File: src/rtl/if_fetch_queue.sv
// Instruction-fetch reader: one outstanding imem request, DEPTH-entry {pc,word} queue to decode.
// Optional IFQ_PERF_CNT_EN adds a saturating decode-starved cycle counter on port stall_cnt.
module if_fetch_queue #(
    parameter int                DEPTH    = 4,
    parameter int                ADDR_W   = 32,
    parameter int                DATA_W   = 32,
    parameter logic [ADDR_W-1:0] RESET_PC = '0
) (
    input  logic                     clock,
    input  logic                     reset,
    input  logic                     redirect_valid,
    input  logic [ADDR_W-1:0]        redirect_pc,
    output logic                     imem_req,
    output logic [ADDR_W-1:0]        imem_addr,
    input  logic                     imem_ack,
    input  logic [DATA_W-1:0]        imem_rdata,
    output logic                     inst_valid,
    input  logic                     inst_ready,
    output logic [DATA_W-1:0]        inst_data,
    output logic [ADDR_W-1:0]        inst_pc,
    output logic [$clog2(DEPTH):0]   count
`ifdef IFQ_PERF_CNT_EN
    ,
    output logic [31:0]              stall_cnt
`endif
);

    localparam int PW = $clog2(DEPTH);
    localparam int CW = PW + 1;

    typedef enum logic [1:0] {IDLE, REQ, DRAIN} state_t;

    state_t              state, state_next;
    logic [ADDR_W-1:0]   fetch_pc, fetch_pc_next;
    logic [ADDR_W-1:0]   addr_next;
    logic                req_next;
    logic [CW-1:0]       count_next;
    logic [PW-1:0]       wr_ptr, rd_ptr;
    logic [DATA_W-1:0]   data_mem [DEPTH];
    logic [ADDR_W-1:0]   pc_mem   [DEPTH];
    logic                push, pop;
    logic [CW:0]         occ_after;
    logic                room_after;

    assign inst_valid = (count != '0);
    assign inst_data  = inst_valid ? data_mem[rd_ptr] : '0;
    assign inst_pc    = inst_valid ? pc_mem[rd_ptr]   : '0;

    assign pop  = inst_valid & inst_ready;
    assign push = imem_ack & (state == REQ) & ~redirect_valid;

    // Occupancy once this ack lands; another request needs a free slot beyond it.
    assign occ_after  = {1'b0, count} + (CW+1)'(1) - (CW+1)'(pop);
    assign room_after = (occ_after < (CW+1)'(DEPTH));

    assign count_next = redirect_valid ? '0 : (count + CW'(push) - CW'(pop));

    always_comb begin
        state_next    = state;
        fetch_pc_next = fetch_pc;
        addr_next     = imem_addr;

        if (redirect_valid) begin
            fetch_pc_next = redirect_pc & ~ADDR_W'(3);
        end else if (push) begin
            fetch_pc_next = fetch_pc + ADDR_W'(4);
        end

        case (state)
            IDLE: begin
                if (redirect_valid || (count < CW'(DEPTH))) state_next = REQ;
            end
            REQ: begin
                if (imem_ack) begin
                    state_next = (redirect_valid || room_after) ? REQ : IDLE;
                end else if (redirect_valid) begin
                    state_next = DRAIN;
                end
            end
            DRAIN: begin
                if (imem_ack) state_next = REQ;
            end
            default: state_next = IDLE;
        endcase

        // A new address is launched only when a request starts fresh; otherwise it is held until ack.
        if ((state_next == REQ) && ((state != REQ) || imem_ack)) begin
            addr_next = fetch_pc_next;
        end
        req_next = (state_next != IDLE);
    end

    always_ff @(posedge clock) begin
        if (reset) begin
            state     <= IDLE;
            fetch_pc  <= RESET_PC;
            imem_req  <= 1'b0;
            imem_addr <= RESET_PC;
            wr_ptr    <= '0;
            rd_ptr    <= '0;
            count     <= '0;
        end else begin
            state     <= state_next;
            fetch_pc  <= fetch_pc_next;
            imem_req  <= req_next;
            imem_addr <= addr_next;
            count     <= count_next;
            if (redirect_valid) begin
                wr_ptr <= '0;
                rd_ptr <= '0;
            end else begin
                wr_ptr <= wr_ptr + PW'(push);
                rd_ptr <= rd_ptr + PW'(pop);
            end
        end
    end

    always_ff @(posedge clock) begin
        if (push) begin
            data_mem[wr_ptr] <= imem_rdata;
            pc_mem[wr_ptr]   <= fetch_pc;
        end
    end

`ifdef IFQ_PERF_CNT_EN
    always_ff @(posedge clock) begin
        if (reset) begin
            stall_cnt <= '0;
        end else if (!inst_valid && inst_ready && (stall_cnt != 32'hFFFF_FFFF)) begin
            stall_cnt <= stall_cnt + 32'd1;
        end
    end
`endif

endmodule

File: config.mk
export PLATFORM = sky130hd
export DESIGN_NAME = if_fetch_queue
export DESIGN_NICKNAME = d
export VERILOG_FILES = /design/src/rtl/if_fetch_queue.sv
export SDC_FILE = /design/constraint.sdc
export NUM_CORES = 1
export LEC_CHECK = 0
export BUFFER_PORTS_ARGS = -buffer_cell sky130_fd_sc_hd__buf_2
export CORE_MARGIN = 3
export CORE_UTILIZATION = 25
export CTS_BUF_LIST = sky130_fd_sc_hd__clkbuf_8 sky130_fd_sc_hd__clkbuf_16
export DETAILED_ROUTE_END_ITERATION = 8
export PLACE_DENSITY = 0.44
export SKIP_CTS_REPAIR_TIMING = 1
export SLEW_MARGIN = 20
export SYNTH_ARGS = -nofsm -noshare
export SYNTH_HDL_FRONTEND = slang
export SYNTH_SLANG_ARGS = --single-unit
File: constraint.sdc
create_clock -name clock -period 7.4 [get_ports clock]
set_input_delay 1.85 -clock clock [delete_from_list [all_inputs] [get_ports clock]]
set_output_delay 1.85 -clock clock [all_outputs]
set_load 0.01 [all_outputs]
==> flow_summary.rst, run 1 <==
.. list-table::
   :header-rows: 1

   * - Metric
     - Value
   * - Result of the run
     - completed
   * - Pin count of the biggest net entering global routing
     - between 40 and 50
   * - Data arrival, critical path
     - approximately 3.1 ns
   * - Async SR Flop Fraction
     - 0%
   * - Flip-flop and latch area
     - 0.009176 mm^2
   * - Number of nets in the synthesized netlist
     - 887
   * - Clock tree from TritonCTS
     - built
   * - Area of the multi-input gates
     - 0.003859 mm^2
   * - Final nets
     - 1,060
   * - Detailed-route wire length per cell
     - 20.87 um
   * - Share of post-route cells with drive strength above 1
     - between 30% and 40%
   * - Worst hold-check path type
     - flop to flop
   * - Overflow left after global routing
     - 0
   * - Most instantiated library cell after synthesis
     - sky130_fd_sc_hd__edfxtp_1
   * - Number of ports placed on the die boundary
     - 170
   * - Clock Skews
     - 0.02123 ns
   * - CP max FO
     - 39
   * - Post-synthesis cell type count
     - 71
   * - Total CTS buffers
     - 39
   * - Number of DRC markers after the initial detailed-route iteration
     - 499
   * - GRT Overall Usage
     - about an eighth
   * - Detail Placement HPWL
     - 22.19 mm
   * - Part of the Yosys area used for sequential elements
     - 68.92%
   * - Required time worst endpoint
     - 5.55 ns
   * - Total of buffers placed on input and output ports
     - 167
   * - Total count of max-transition violations in the final report
     - 0
   * - Static leakage
     - 5.749 nW
   * - Period minus WS final
     - ~5.0 ns
   * - Placeable core region
     - ~0.052 mm^2
   * - GPL Wtd Cong
     - 0.7152
   * - Tightest slew margin relative to the limit
     - 31.31%
   * - Width of the chip
     - 236.7 um
   * - Setup crit end kind
     - output port
   * - Vias
     - 7,712
   * - Warning count from the yosys run
     - 0
   * - Post-placement cell area
     - 0.01490 mm^2
   * - Drt drc
     - 0
   * - Aggregate negative setup slack
     - 0 ns
   * - Global-route wire length before repair
     - 53.19 mm
   * - Post-route core utilization
     - ~31%
   * - Final critical-path share of the clock period
     - 67.21%
   * - Total of endpoints with negative setup slack in the final report
     - 0
   * - Most frequent cells after synthesis
     - 256 x sky130_fd_sc_hd__edfxtp_1, 80 x sky130_fd_sc_hd__and2_1, 74 x sky130_fd_sc_hd__dfxtp_1
   * - Clock-pin slew on the worst setup and hold paths
     - 0.06 ns
   * - Max-cap violations
     - 0
   * - Sinks on Clock Net
     - 330
   * - Actual transition at the worst max-transition pin
     - roughly 1.0 ns
   * - Area grow syn2layout
     - 21.57%
   * - Maximum vdd ir drop
     - roughly 0.14 mV
   * - Initial Utilization
     - 25.62%
   * - Launching element type of the critical path
     - flop
   * - Final non-filler cell area
     - 0.01617 mm^2
   * - Via count of the first global-routing pass
     - 7,967
   * - Root buffer cell
     - sky130_fd_sc_hd__clkbuf_16
   * - Number of H-tree levels
     - 2
   * - Count of endpoints failing hold in the final timing report
     - 0
   * - Antenna violations before repair
     - 3
   * - Via-per-instance ratio
     - approximately 4.5
   * - Overall die area
     - ~0.056 mm^2
   * - Unrepaired setup endpoints after global routing
     - no
   * - Number of nets with antenna violations after detailed routing
     - 0
   * - Maximum clock frequency
     - 201.1 MHz
   * - Mean cell area of the mapped netlist
     - 16.38 um^2
   * - Cells after synthesis
     - ~810
   * - Number of flip-flops and latches in the synthesized netlist
     - 330
   * - Clock tree buffer depth
     - 3
   * - Largest area contributor in the synthesized netlist
     - sky130_fd_sc_hd__edfxtp_1
   * - Area share of the largest cell type after synthesis
     - 57.79%
   * - Count of flip-flops with a built-in enable after synthesis
     - 256
   * - Largest cells by area after synthesis
     - sky130_fd_sc_hd__edfxtp_1 58%, sky130_fd_sc_hd__dfxtp_1 11%, sky130_fd_sc_hd__mux4_2 11%
   * - Wire length after detailed routing
     - approximately 35 mm
   * - Cell area after technology mapping
     - 0.01330 mm^2
   * - Dominant register cell in the synthesized netlist
     - sky130_fd_sc_hd__edfxtp_1
   * - Clock latency at the later pin of the worst-skew pair
     - approximately 0.55 ns
   * - Kind of critical path
     - flop to output port
   * - Ratio of total power to cell area
     - 260.1 mW/mm^2
   * - Overall die height
     - 236.7 um
   * - Row count
     - 83
   * - Layout filler cell count
     - approximately 5,200
   * - Number of iterations in the first detailed-routing pass
     - 4
==> sequential cells by signal, summed over array words and instances, names as in the netlist <==
name and flops:
data_mem 128, pc_mem 128, fetch_pc 32, imem_addr 32
count 3, rd_ptr 2, state 2, wr_ptr 2
imem_req 1
==> per-layer routing <==
layer | global-route usage, % | share of wire [%] | wire (um)
met2 | 19.98 | 46 | 16460
met3 | 3.145 | 6.5 | 2288
met5 | 0 | 0 | 0
met4 | 3.060 | 1.9 | 660
met1 | 17.42 | 45 | 16030
==> area by class of cell <==
cell class / instances / area share [%]
diodes: 3 / 0.04642
flip-flops and latches: 330 / 56.74
multi-input cells: 414 / 23.86
clock buffers: 41 / 6.275
well taps: 680 / 5.261
clock inverters: 30 / 1.571
inverters: 21 / 0.5184
repair buffers: 179 / 5.725
==> stage by stage <==
step | cells | setup slack, ns | total power (W) | hold WS (ns)
2_1_floorplan | 812 | 0.1811 | 0.002242 | 0.4520
3_3_place_gp | 1624 | 2.129 | 0.002358 | 0.4642
3_5_place_dp | 1624 | 2.076 | 0.002362 | 0.4673
4_1_cts | 1695 | 2.273 | 0.004285 | 0.4802
5_1_grt | 1695 | 2.142 | 0.004392 | 0.4870
6_report | 1698 | 2.426 | 0.004207 | 0.4743
==> worst max-delay path: stages (launching register included) <==
cell and delay, ns:
sky130_fd_sc_hd__dfxtp_4 1.01, sky130_fd_sc_hd__buf_4 0.64, sky130_fd_sc_hd__mux4_2 0.56, sky130_fd_sc_hd__and2_1 0.20, sky130_fd_sc_hd__buf_2 0.15
==> report_power, final <==
group          internal (W)  leakage, nW  switching [W]  total, W
Clock               0.00113        0.656       0.000760   0.00189
Combinational     0.0000967         2.15       0.000135  0.000232
Sequential          0.00204         2.94      0.0000444   0.00208
==> worst paths after layout <==
check | startpoint | cells after the start | end | slack [ns]
hold reg to reg | imem_addr[4] | 1 | imem_addr[4] | 0.47
hold / removal | imem_addr[4] | 1 | imem_addr[4] | 0.47
setup / recovery | rd_ptr[0] | 4 | inst_pc[0] | 2.43
setup reg to reg | state[0] | 5 | pc_mem[2][4] | 4.05
==> kinds of logic (layout without fill, tap and decap cells) <==
| logic type | count (synthesis) | count (layout) | share of synthesized area [%] |
|---|---|---|---|
| AO/OA/AOI/OAI | 83 | 83 | 4.929 |
| XOR/XNOR | 12 | 12 | 0.7901 |
| adder cells (fa/ha/maj) | 6 | 6 | 0.6208 |
| buffers and inverters | 68 | 271 | 2.323 |
| flip-flops | 330 | 330 | 68.92 |
| multiplexers | 70 | 70 | 11.29 |
| other | 0 | 3 | 0 |
| AND/OR/NAND/NOR | 243 | 243 | 11.13 |
==> cells in the final DEF, fill, tap and decap left out, types with 13 or more instances in the layout <==
cell and n:
sky130_fd_sc_hd__and2_1 80, sky130_fd_sc_hd__nor3_1 13, sky130_fd_sc_hd__mux4_2 64, sky130_fd_sc_hd__nor2_1 32, sky130_fd_sc_hd__nand2_1 18, sky130_fd_sc_hd__nand2b_1 13
sky130_fd_sc_hd__edfxtp_1 256, sky130_fd_sc_hd__buf_2 167, sky130_fd_sc_hd__dfxtp_1 72, sky130_fd_sc_hd__clkbuf_16 40, sky130_fd_sc_hd__inv_1 30, sky130_fd_sc_hd__a21oi_1 16
No activity file was read; power rests on OpenSTA's default activity.
==> run 2: changes to the inputs <==
Clock period 7.4 ns to 4.28 ns, I/O delays scaled along.
==> flow_summary.rst, run 2 (same netlist as run 1, synthesis figures left out) <==
.. list-table::
   :header-rows: 1

   * - Metric
     - Value
   * - Reg2reg path depth
     - 10 (was 5)
   * - Total of endpoints with negative setup slack in the final report
     - 0 (unchanged)
   * - Required time worst endpoint
     - 3.21 ns (was 5.55 ns)
   * - Share of post-route cells with drive strength above 1
     - 32.91% (was 32.71%)
   * - Final critical-path share of the clock period
     - slightly above 80%
   * - Family with the most delay on the worst path
     - flip-flops (unchanged)
   * - Total count of max-transition violations in the final report
     - 0 (unchanged)
   * - Ratio of total power to cell area
     - 436.1 mW/mm^2 (was 260.1 mW/mm^2)
   * - Overall die height
     - 236.7 um (unchanged)
   * - Actual transition at the worst max-transition pin
     - 0.9049 ns (was 1.028 ns)
   * - GPL Wtd Cong
     - 0.7194 (was 0.7152)
   * - Crit path buf inv count
     - 2 (unchanged)
   * - Unrepaired setup endpoints after global routing
     - no (unchanged)
   * - Kind of critical path
     - flop to output port (unchanged)
   * - Period minus WS final
     - about 3.5 ns
   * - Detailed-route wire length per cell
     - 20.43 um (was 20.87 um)
   * - Worst hold-check path type
     - flop to flop (unchanged)
   * - Sinks on Clock Net
     - 330 (unchanged)
   * - Result of the run
     - completed (unchanged)
   * - Row count
     - 83 (unchanged)
   * - Clock latency at the later pin of the worst-skew pair
     - 0.54 ns (was 0.55 ns)
   * - Root buffer cell
     - sky130_fd_sc_hd__clkbuf_16 (unchanged)
   * - Layout filler cell count
     - 5,219 (was 5,216)
   * - Worst stage delay on the critical path
     - 0.58 ns (was 1.01 ns)
   * - Total CTS buffers
     - 39 (unchanged)
   * - CP max FO
     - 17 (was 39)
   * - Commonest cells after routing, fill and taps aside
     - 256 x sky130_fd_sc_hd__edfxtp_1, 167 x sky130_fd_sc_hd__buf_2, 80 x sky130_fd_sc_hd__and2_1, 72 x sky130_fd_sc_hd__dfxtp_1, 64 x sky130_fd_sc_hd__mux4_2 (unchanged)
   * - Clock tree buffer depth
     - 3 (unchanged)
   * - Maximum clock frequency
     - roughly 290 MHz
   * - Via count of the first global-routing pass
     - 7,933 (was 7,967)
   * - Antenna violations before repair
     - 3 (unchanged)
   * - Pin count of the biggest net entering global routing
     - 46 (was 49)
   * - Setup crit end kind
     - output port (unchanged)
   * - Max-cap violations
     - 0 (unchanged)
   * - Data arrival, critical path
     - 2.42 ns (was 3.12 ns)
   * - Number of iterations in the first detailed-routing pass
     - 4 (unchanged)
   * - Number of ports placed on the die boundary
     - 170 (unchanged)
   * - Static leakage
     - 5.794 nW (was 5.749 nW)
   * - Global-route wire length before repair
     - 52.23 mm (was 53.19 mm)
   * - Overall die area
     - 0.05602 mm^2 (unchanged)
   * - Via-per-instance ratio
     - 4.474 (was 4.542)
   * - Hold Path Depth
     - 1 (unchanged)
   * - Placeable core region
     - 0.05192 mm^2 (unchanged)
   * - Maximum vdd ir drop
     - 0.2508 mV (was 0.1437 mV)
   * - Number of DRC markers after the initial detailed-route iteration
     - 464 (was 499)
   * - Aggregate negative setup slack
     - 0 ns (unchanged)
   * - Registers with the highest flip-flop counts
     - data_mem (128), pc_mem (128) (unchanged)
   * - Number of nets with antenna violations after detailed routing
     - 0 (unchanged)
   * - Commonest non-fill, non-tap cell in the layout
     - sky130_fd_sc_hd__edfxtp_1 (unchanged)
   * - Initial Utilization
     - 25.62% (unchanged)
   * - Number of stages on the worst setup path
     - 4 (unchanged)
   * - Count of endpoints failing hold in the final timing report
     - 0 (unchanged)
   * - Overflow left after global routing
     - 0 (unchanged)
   * - Chain of cells forming the critical path
     - buf_4 -> mux4_2 -> and2_1 -> buf_2 (unchanged)
   * - Final worst hold slack
     - 0.4765 ns (was 0.4743 ns)
   * - Final nets
     - 1,070 (was 1,060)
   * - Detail Placement HPWL
     - 22.91 mm (was 22.19 mm)
   * - Width of the chip
     - 236.7 um (unchanged)
   * - Vias
     - 7,628 (was 7,712)
   * - Clock Skews
     - 0.01006 ns (was 0.02123 ns)
   * - Area grow syn2layout
     - 22.05% (was 21.57%)
   * - Number of H-tree levels
     - 2 (unchanged)
   * - Highest-delay cell along the critical path
     - sky130_fd_sc_hd__dfxtp_4 (unchanged)
   * - Drt drc
     - 0 (unchanged)
   * - Total of buffers placed on input and output ports
     - 167 (unchanged)
   * - Launching element type of the critical path
     - flop (unchanged)
   * - GRT Overall Usage
     - 12.41% (was 12.62%)
   * - Clock tree from TritonCTS
     - built (unchanged)
   * - Clock-pin slew on the worst setup and hold paths
     - 0.06 ns (about the same)
   * - Wire length after detailed routing
     - 34.83 mm (was 35.44 mm)
   * - Tightest slew margin relative to the limit
     - 39.45% (was 31.31%)
## run 2: metal layers
layer / track usage [%] / up-vias / share of wire [%]
met2: 19.60 / 199 / 47
met4: 2.950 / 0 / 1.8
met5: 0 / - / 0
met1: 17.10 / 3840 / 46
met3: 3.249 / 48 / 5.7
li1: - / 3541 / -
## run 2: path summary, 6_finish.rpt
check | start | end | slack, ns
setup / recovery | rd_ptr[0] | inst_data[9] | 0.79
hold / removal | imem_addr[8] | imem_addr[8] | 0.48
setup reg to reg | count[0] | count[2] | 1.53
hold reg to reg | imem_addr[8] | imem_addr[8] | 0.48
## run 2: cell type report
| type | instances | area (um^2) | area share, % |
|---|---|---|---|
| diodes | 1 | 2.502 | 0.01541 |
| clock buffers | 43 | 1054 | 6.489 |
| clock inverters | 27 | 140.1 | 0.8631 |
| inverters | 21 | 83.83 | 0.5163 |
| multi-input cells | 414 | 3865 | 23.81 |
| flip-flops and latches | 330 | 9176 | 56.52 |
| well taps | 680 | 850.8 | 5.240 |
| repair buffers | 189 | 1064 | 6.551 |
## run 2: worst register-to-register path: stages (launching register included)
cell                      delay, ns
sky130_fd_sc_hd__dfxtp_1       0.35
sky130_fd_sc_hd__or3_2         0.76
sky130_fd_sc_hd__and2_1        0.30
sky130_fd_sc_hd__ha_1          0.28
sky130_fd_sc_hd__inv_1         0.06
sky130_fd_sc_hd__ha_1          0.13
sky130_fd_sc_hd__inv_1         0.05
sky130_fd_sc_hd__fa_1          0.37
sky130_fd_sc_hd__xor2_1        0.17
sky130_fd_sc_hd__xnor2_1       0.14
sky130_fd_sc_hd__nor2_1        0.05
## run 2: metrics by stage
step	cells	total power [W]	util (%)	instance area, um^2	worst slack [ns]
6_report	1705	0.007081	31.27	16240	0.7910
5_1_grt	1704	0.007382	31.26	16230	0.5887
4_1_cts	1704	0.007211	31.26	16230	0.6477
3_5_place_dp	1634	0.004090	28.96	15040	1.030
3_3_place_gp	1634	0.004085	28.96	15040	1.090
2_1_floorplan	812	0.003874	-	13310	-0.1750
## run 2: power by group
group	switching (W)	internal (W)	total, W	leakage [nW]
clock	0.00126	0.00181	0.00307	0.643
combinational	0.000237	0.000173	0.000410	2.21
sequential	0.0000726	0.00353	0.00360	2.94
